==> config.mk <==
export PLATFORM = sky130hd
export DESIGN_NAME = matrix_scan_driver
export DESIGN_NICKNAME = d
export VERILOG_FILES = /design/src/rtl/matrix_scan_driver.sv
export SDC_FILE = /design/constraint.sdc
export NUM_CORES = 1
export LEC_CHECK = 0
export CAP_MARGIN = 20
export CORE_ASPECT_RATIO = 0.7
export CORE_MARGIN = 2
export CORE_UTILIZATION = 50
export DETAILED_ROUTE_END_ITERATION = 12
export PLACE_DENSITY = 0.74
export SETUP_SLACK_MARGIN = 0.5
export SLEW_MARGIN = 10
export SYNTH_ARGS = -nofsm -noshare
export SYNTH_HDL_FRONTEND = slang
export SYNTH_SLANG_ARGS = --single-unit
==> constraint.sdc <==
create_clock -name clk -period 4.7 [get_ports clk]
set_input_delay 0.47 -clock clk [delete_from_list [all_inputs] [get_ports clk]]
set_output_delay 0.47 -clock clk [all_outputs]
set_load 0.02 [all_outputs]
==> src/rtl/matrix_scan_driver.sv <==
// matrix_scan_driver: scans a ROWS x COLS framebuffer onto a shift/latch LED chain as PWM bit planes.
// Define FB_DOUBLE_BUFFER_EN to double-buffer the framebuffer, swapping only at frame boundaries.
module matrix_scan_driver #(
    parameter int ROWS       = 8,
    parameter int COLS       = 8,
    parameter int DEPTH_BITS = 2,
    parameter int CLK_DIV    = 1600
) (
    input  logic                                      clk,
    input  logic                                      _rst,
    input  logic                                      en,
    input  logic                                      wr_en,
    input  logic [(ROWS > 1 ? $clog2(ROWS) : 1)-1:0]  wr_row,
    input  logic [(COLS > 1 ? $clog2(COLS) : 1)-1:0]  wr_col,
    input  logic [DEPTH_BITS-1:0]                     wr_data,
    output logic                                      sclk,
    output logic                                      rclk,
    output logic                                      _srclr,
    output logic                                      serial_data,
    output logic                                      frame_done
);
    localparam int W      = ROWS + COLS;
    localparam int PLANES = (1 << DEPTH_BITS) - 1;
    localparam int RW     = ROWS > 1 ? $clog2(ROWS) : 1;
    localparam int SCW    = $clog2(2 * W);
    localparam int DW     = CLK_DIV > 0 ? $clog2(CLK_DIV + 1) : 1;

    typedef enum logic [1:0] {IDLE, LOAD, SHIFT, LATCH} state_t;

    state_t                state_q;
    logic [DW-1:0]         div_q;
    logic [RW-1:0]         row_q;
    logic [DEPTH_BITS-1:0] plane_q;
    logic [SCW-1:0]        cnt_q;
    logic [W-1:0]          word_q, word_d;
    logic                  sclk_q, rclk_q, sd_q, fd_q, srclr_q;
    logic [DEPTH_BITS-1:0] fb_q [ROWS][COLS];
    logic                  tick, last_row, last_plane, frame_end, wr_ok;

    assign tick       = div_q == DW'(CLK_DIV);
    assign last_row   = row_q == RW'(ROWS - 1);
    assign last_plane = plane_q == DEPTH_BITS'(PLANES - 1);
    assign frame_end  = tick && state_q == LATCH && cnt_q[0] && last_row && last_plane;
    assign wr_ok      = wr_en && 32'(wr_row) < ROWS && 32'(wr_col) < COLS;

    always_comb begin
        word_d = '0;
        word_d[W-1:COLS] = ~(ROWS'(1) << row_q);
        for (int i = 0; i < COLS; i++) word_d[i] = fb_q[row_q][i] > plane_q;
    end

    always_ff @(posedge clk or negedge _rst) begin
        if (!_rst) div_q <= '0;
        else div_q <= tick ? '0 : div_q + 1'b1;
    end

`ifdef FB_DOUBLE_BUFFER_EN
    logic [DEPTH_BITS-1:0] bk_q [ROWS][COLS];
    logic                  dirty_q;

    // Front only changes at a frame boundary; the back keeps accumulating edits on top of it.
    always_ff @(posedge clk or negedge _rst) begin
        if (!_rst) begin
            fb_q    <= '{default: '0};
            bk_q    <= '{default: '0};
            dirty_q <= 1'b0;
        end else begin
            if (wr_ok) bk_q[wr_row][wr_col] <= wr_data;
            if (frame_end && dirty_q) begin
                fb_q    <= bk_q;
                dirty_q <= wr_ok;
            end else if (wr_ok) begin
                dirty_q <= 1'b1;
            end
        end
    end
`else
    always_ff @(posedge clk or negedge _rst) begin
        if (!_rst) fb_q <= '{default: '0};
        else if (wr_ok) fb_q[wr_row][wr_col] <= wr_data;
    end
`endif

    always_ff @(posedge clk or negedge _rst) begin
        if (!_rst) begin
            state_q <= IDLE;
            row_q   <= '0;
            plane_q <= '0;
            cnt_q   <= '0;
            word_q  <= '0;
            sclk_q  <= 1'b0;
            rclk_q  <= 1'b0;
            sd_q    <= 1'b0;
            fd_q    <= 1'b0;
            srclr_q <= 1'b0;
        end else begin
            fd_q <= frame_end;
            if (tick) begin
                srclr_q <= 1'b1;
                case (state_q)
                    IDLE: if (en) state_q <= LOAD;
                    LOAD: begin
                        word_q  <= word_d;
                        cnt_q   <= '0;
                        state_q <= SHIFT;
                    end
                    SHIFT: begin
                        sclk_q <= cnt_q[0];
                        if (!cnt_q[0]) begin
                            sd_q   <= word_q[W-1];
                            word_q <= word_q << 1;
                        end
                        cnt_q <= cnt_q + 1'b1;
                        if (cnt_q == SCW'(2 * W - 1)) begin
                            cnt_q   <= '0;
                            state_q <= LATCH;
                        end
                    end
                    LATCH: begin
                        sclk_q <= 1'b0;
                        sd_q   <= 1'b0;
                        rclk_q <= !cnt_q[0];
                        cnt_q  <= cnt_q + 1'b1;
                        if (cnt_q[0]) begin
                            cnt_q   <= '0;
                            row_q   <= last_row ? '0 : row_q + 1'b1;
                            if (last_row) plane_q <= last_plane ? '0 : plane_q + 1'b1;
                            state_q <= en ? LOAD : IDLE;
                        end
                    end
                    default: state_q <= IDLE;
                endcase
            end
        end
    end

    assign sclk        = sclk_q;
    assign rclk        = rclk_q;
    assign serial_data = sd_q;
    assign frame_done  = fd_q;
    assign _srclr      = srclr_q;
endmodule
==> impl_metrics.toml <==
[cells_and_area]
fillers = 1365
stdcell_count = 957
num-nets-final = 757
seqCellArea_um2 = 4310
multi_input_area_um2 = 4180
area_growth_pct = 11.5
antenna_cells = 0
final_area_um2 = 9670
drive_gt1_frac = 0.298

[drt]
drc = 0
ant_nets = 0
routed_via_density = 5.84
wl_per_cell_um = 19.6
routed-wl-met2_um = 8740
totalWireLength_um = 18800
wl_met1_um = 8970
via_count = 5593
drt_iter0_drc = 431
dr.max_layer_used = "met4"
detailroute.wirelength.met3_um = 908
firstDrtPassIters = 5

[logic_synthesis]
yosys.area.top_type = "dfrtp_1"
synth_area_leaders = "dfrtp_1 50%, mux2_2 17%, mux4_2 8.3%"
synthDominantCellAreaShare = 0.497
netlist_top_cells_count = "172 x dfrtp_1, 131 x mux2_2, 74 x nand2_1"
synth.distinct_cells = 44
yosysWarnings = 0
synth-main-ff-cell = "dfrtp_1"
synthCells = 706
postSynth.asyncResetShare = 1.00
synth-edff-count = 0
syn_area_um2 = 8670
synth_most_common_cell = "dfrtp_1"
synth_nets = 749
ys_seq_elements = 172
avgSynthCellArea_um2 = 12.3
seq_area_frac_synth = 0.497

[placement]
portBuffers = 16
place_hpwl_um = 12300
place_congestion = 0.816
placed_area_um2 = 9030
dp.cells = 924

[sta]
timing.setup.tns_ns = 0
fmax_ghz = 0.364
rsz0062_at_grt = "no"
fin_crit_ns = 2.75
fin_skew_ns = 0.00740
holdWs_ns = 0.0550
fin_crit_sh = 0.585
slew_headroom = 0.328
worstMarginPinSlew_ns = 1.01
drv_slew = 0
finalSetupViolCount = 0
finalHoldViolCount = 0

[worst_setup_path]
regToRegStartpoint = "row_q[0]"
critPathKind = "reg2reg"
r2r_end = "word_q[7]"
critPathMaxFanout = 21
cp-start-kind = "register"
worstPathArrival_ns = 3.09
worst_r2r_path_depth = 9
reg2reg_slack_ns = 1.95
crit_required_ns = 5.04
critPathLaunch = "row_q[0]"
end_kind = "register"
cp-endpoint = "word_q[7]"

[clock_network]
cts_setup_buffers = 0
ctsHoldBuffers = 0
cts_tree = "built"
cts-resized-gates = 0
cts_inserted_buffers = 17
cts.path.max_buffers = 2
cts_sinks = 172
clock-root-buffer = "clkbuf_16"
cts-htree-levels = 4
worstSkewPairLatency_ns = 0.43
cts.clk_slew.worst_paths_ns = 0.06

[global_routing]
grt_pass1_wl_um = 31800
antenna_found_initial = 0
grt_max_degree = 77
grt.total_usage = 0.223
grt.overflow.total = 0
grt_pass1_vias = 5916

[floorplan]
pin_count = 17
die_x_um = 161
floorplan.core_area_um2 = 17100
start_util = 0.508
die_h_um = 114
die_area_um2 = 18400
rows = 40

[power_and_ir_drop]
pwr_density_cell_nw_per_um2 = 362
max-vdd-ir-drop_uv = 237
cellLeakagePower_nw = 4.34

[job]
cap_violations = 0

[worst_hold_path]
worstHoldPathType = "in2async"

[outcome]
status = "complete, no violations"
==> area by class of cell <==
class	instances	area share
Clock buffer	20	0.0462
Timing Repair Buffer	26	0.0268
Tap cell	231	0.0299
Sequential cell	172	0.445
Inverter	12	0.00466
Multi-Input combinational cell	485	0.432
Clock inverter	11	0.0150
==> cell families after synthesis <==
logic type,share of synthesized area
AND/OR/NAND/NOR,0.116
multiplexers,0.275
flip-flops,0.497
AO/OA/AOI/OAI,0.0383
buffers and inverters,0.0225
adder cells (fa/ha/maj),0.0447
XOR/XNOR,0.00707
==> through the flow <==
stage               total power, W  setup WS (ns)  utilization
floorplan                  0.00196           2.23            -
detailed placement         0.00209           1.93        0.529
global placement           0.00207           2.02        0.529
finish                     0.00349           1.95        0.566
CTS                        0.00351           1.93        0.564
global route               0.00364           1.69        0.566
==> critical path, cell delays in order, from the launching register on <==
cell and delay, ns:
dfrtp_2 0.81, buf_4 0.34, mux4_2 0.51, nand2_1 0.08, nand2_1 0.07, ha_1 0.28, nor2b_1 0.14, a2bb2oi_1 0.18
mux2i_1 0.08, o21ai_0 0.16
==> how the worst min path moves through the flow <==
stage	end	startpoint	cells past startpoint	slack, ns
5_1_grt	fb_q[30]	_rst	1	0.09
3_5_place_dp	_srclr	_srclr	1	0.45
6_report	fb_q[30]	_rst	1	0.06
2_1_floorplan	_srclr	_rst	0	0.17
4_1_cts	fb_q[30]	_rst	1	0.09
3_3_place_gp	_srclr	_srclr	1	0.45
==> state kept, by name, summed over array words and instances, names as in the netlist <==
| name | flops |
|---|---|
| rclk | 1 |
| div_q | 11 |
| fb_q | 128 |
| state_q | 2 |
| cnt_q | 5 |
| sclk | 1 |
| serial_data | 1 |
| plane_q | 2 |
| word_q | 16 |
| _srclr | 1 |
| row_q | 3 |
| frame_done | 1 |
==> power by group <==
part / switching, W / internal (W)
clock: 0.000577 / 0.000846
sequential: 0.0000838 / 0.00163
combinational: 0.000153 / 0.000207
==> cell usage in the layout (no fill, tap or decap), types with 16 or more instances in the layout <==
cell type and count:
a21oi_1 16, mux2_2 131, nand2_1 74, mux2i_1 17, nor2_1 62, nand3_1 17, dfrtp_1 171, o21ai_0 28
clkbuf_16 17, mux4_2 32, ha_1 31
==> metal layers <==
layer	track usage	vias to the layer above
met2	0.350	120
met1	0.318	2922
li1	-	2540
met5	0	-
met4	0.0565	0
met3	0.0496	11
Power figures use the tool's default switching activity.
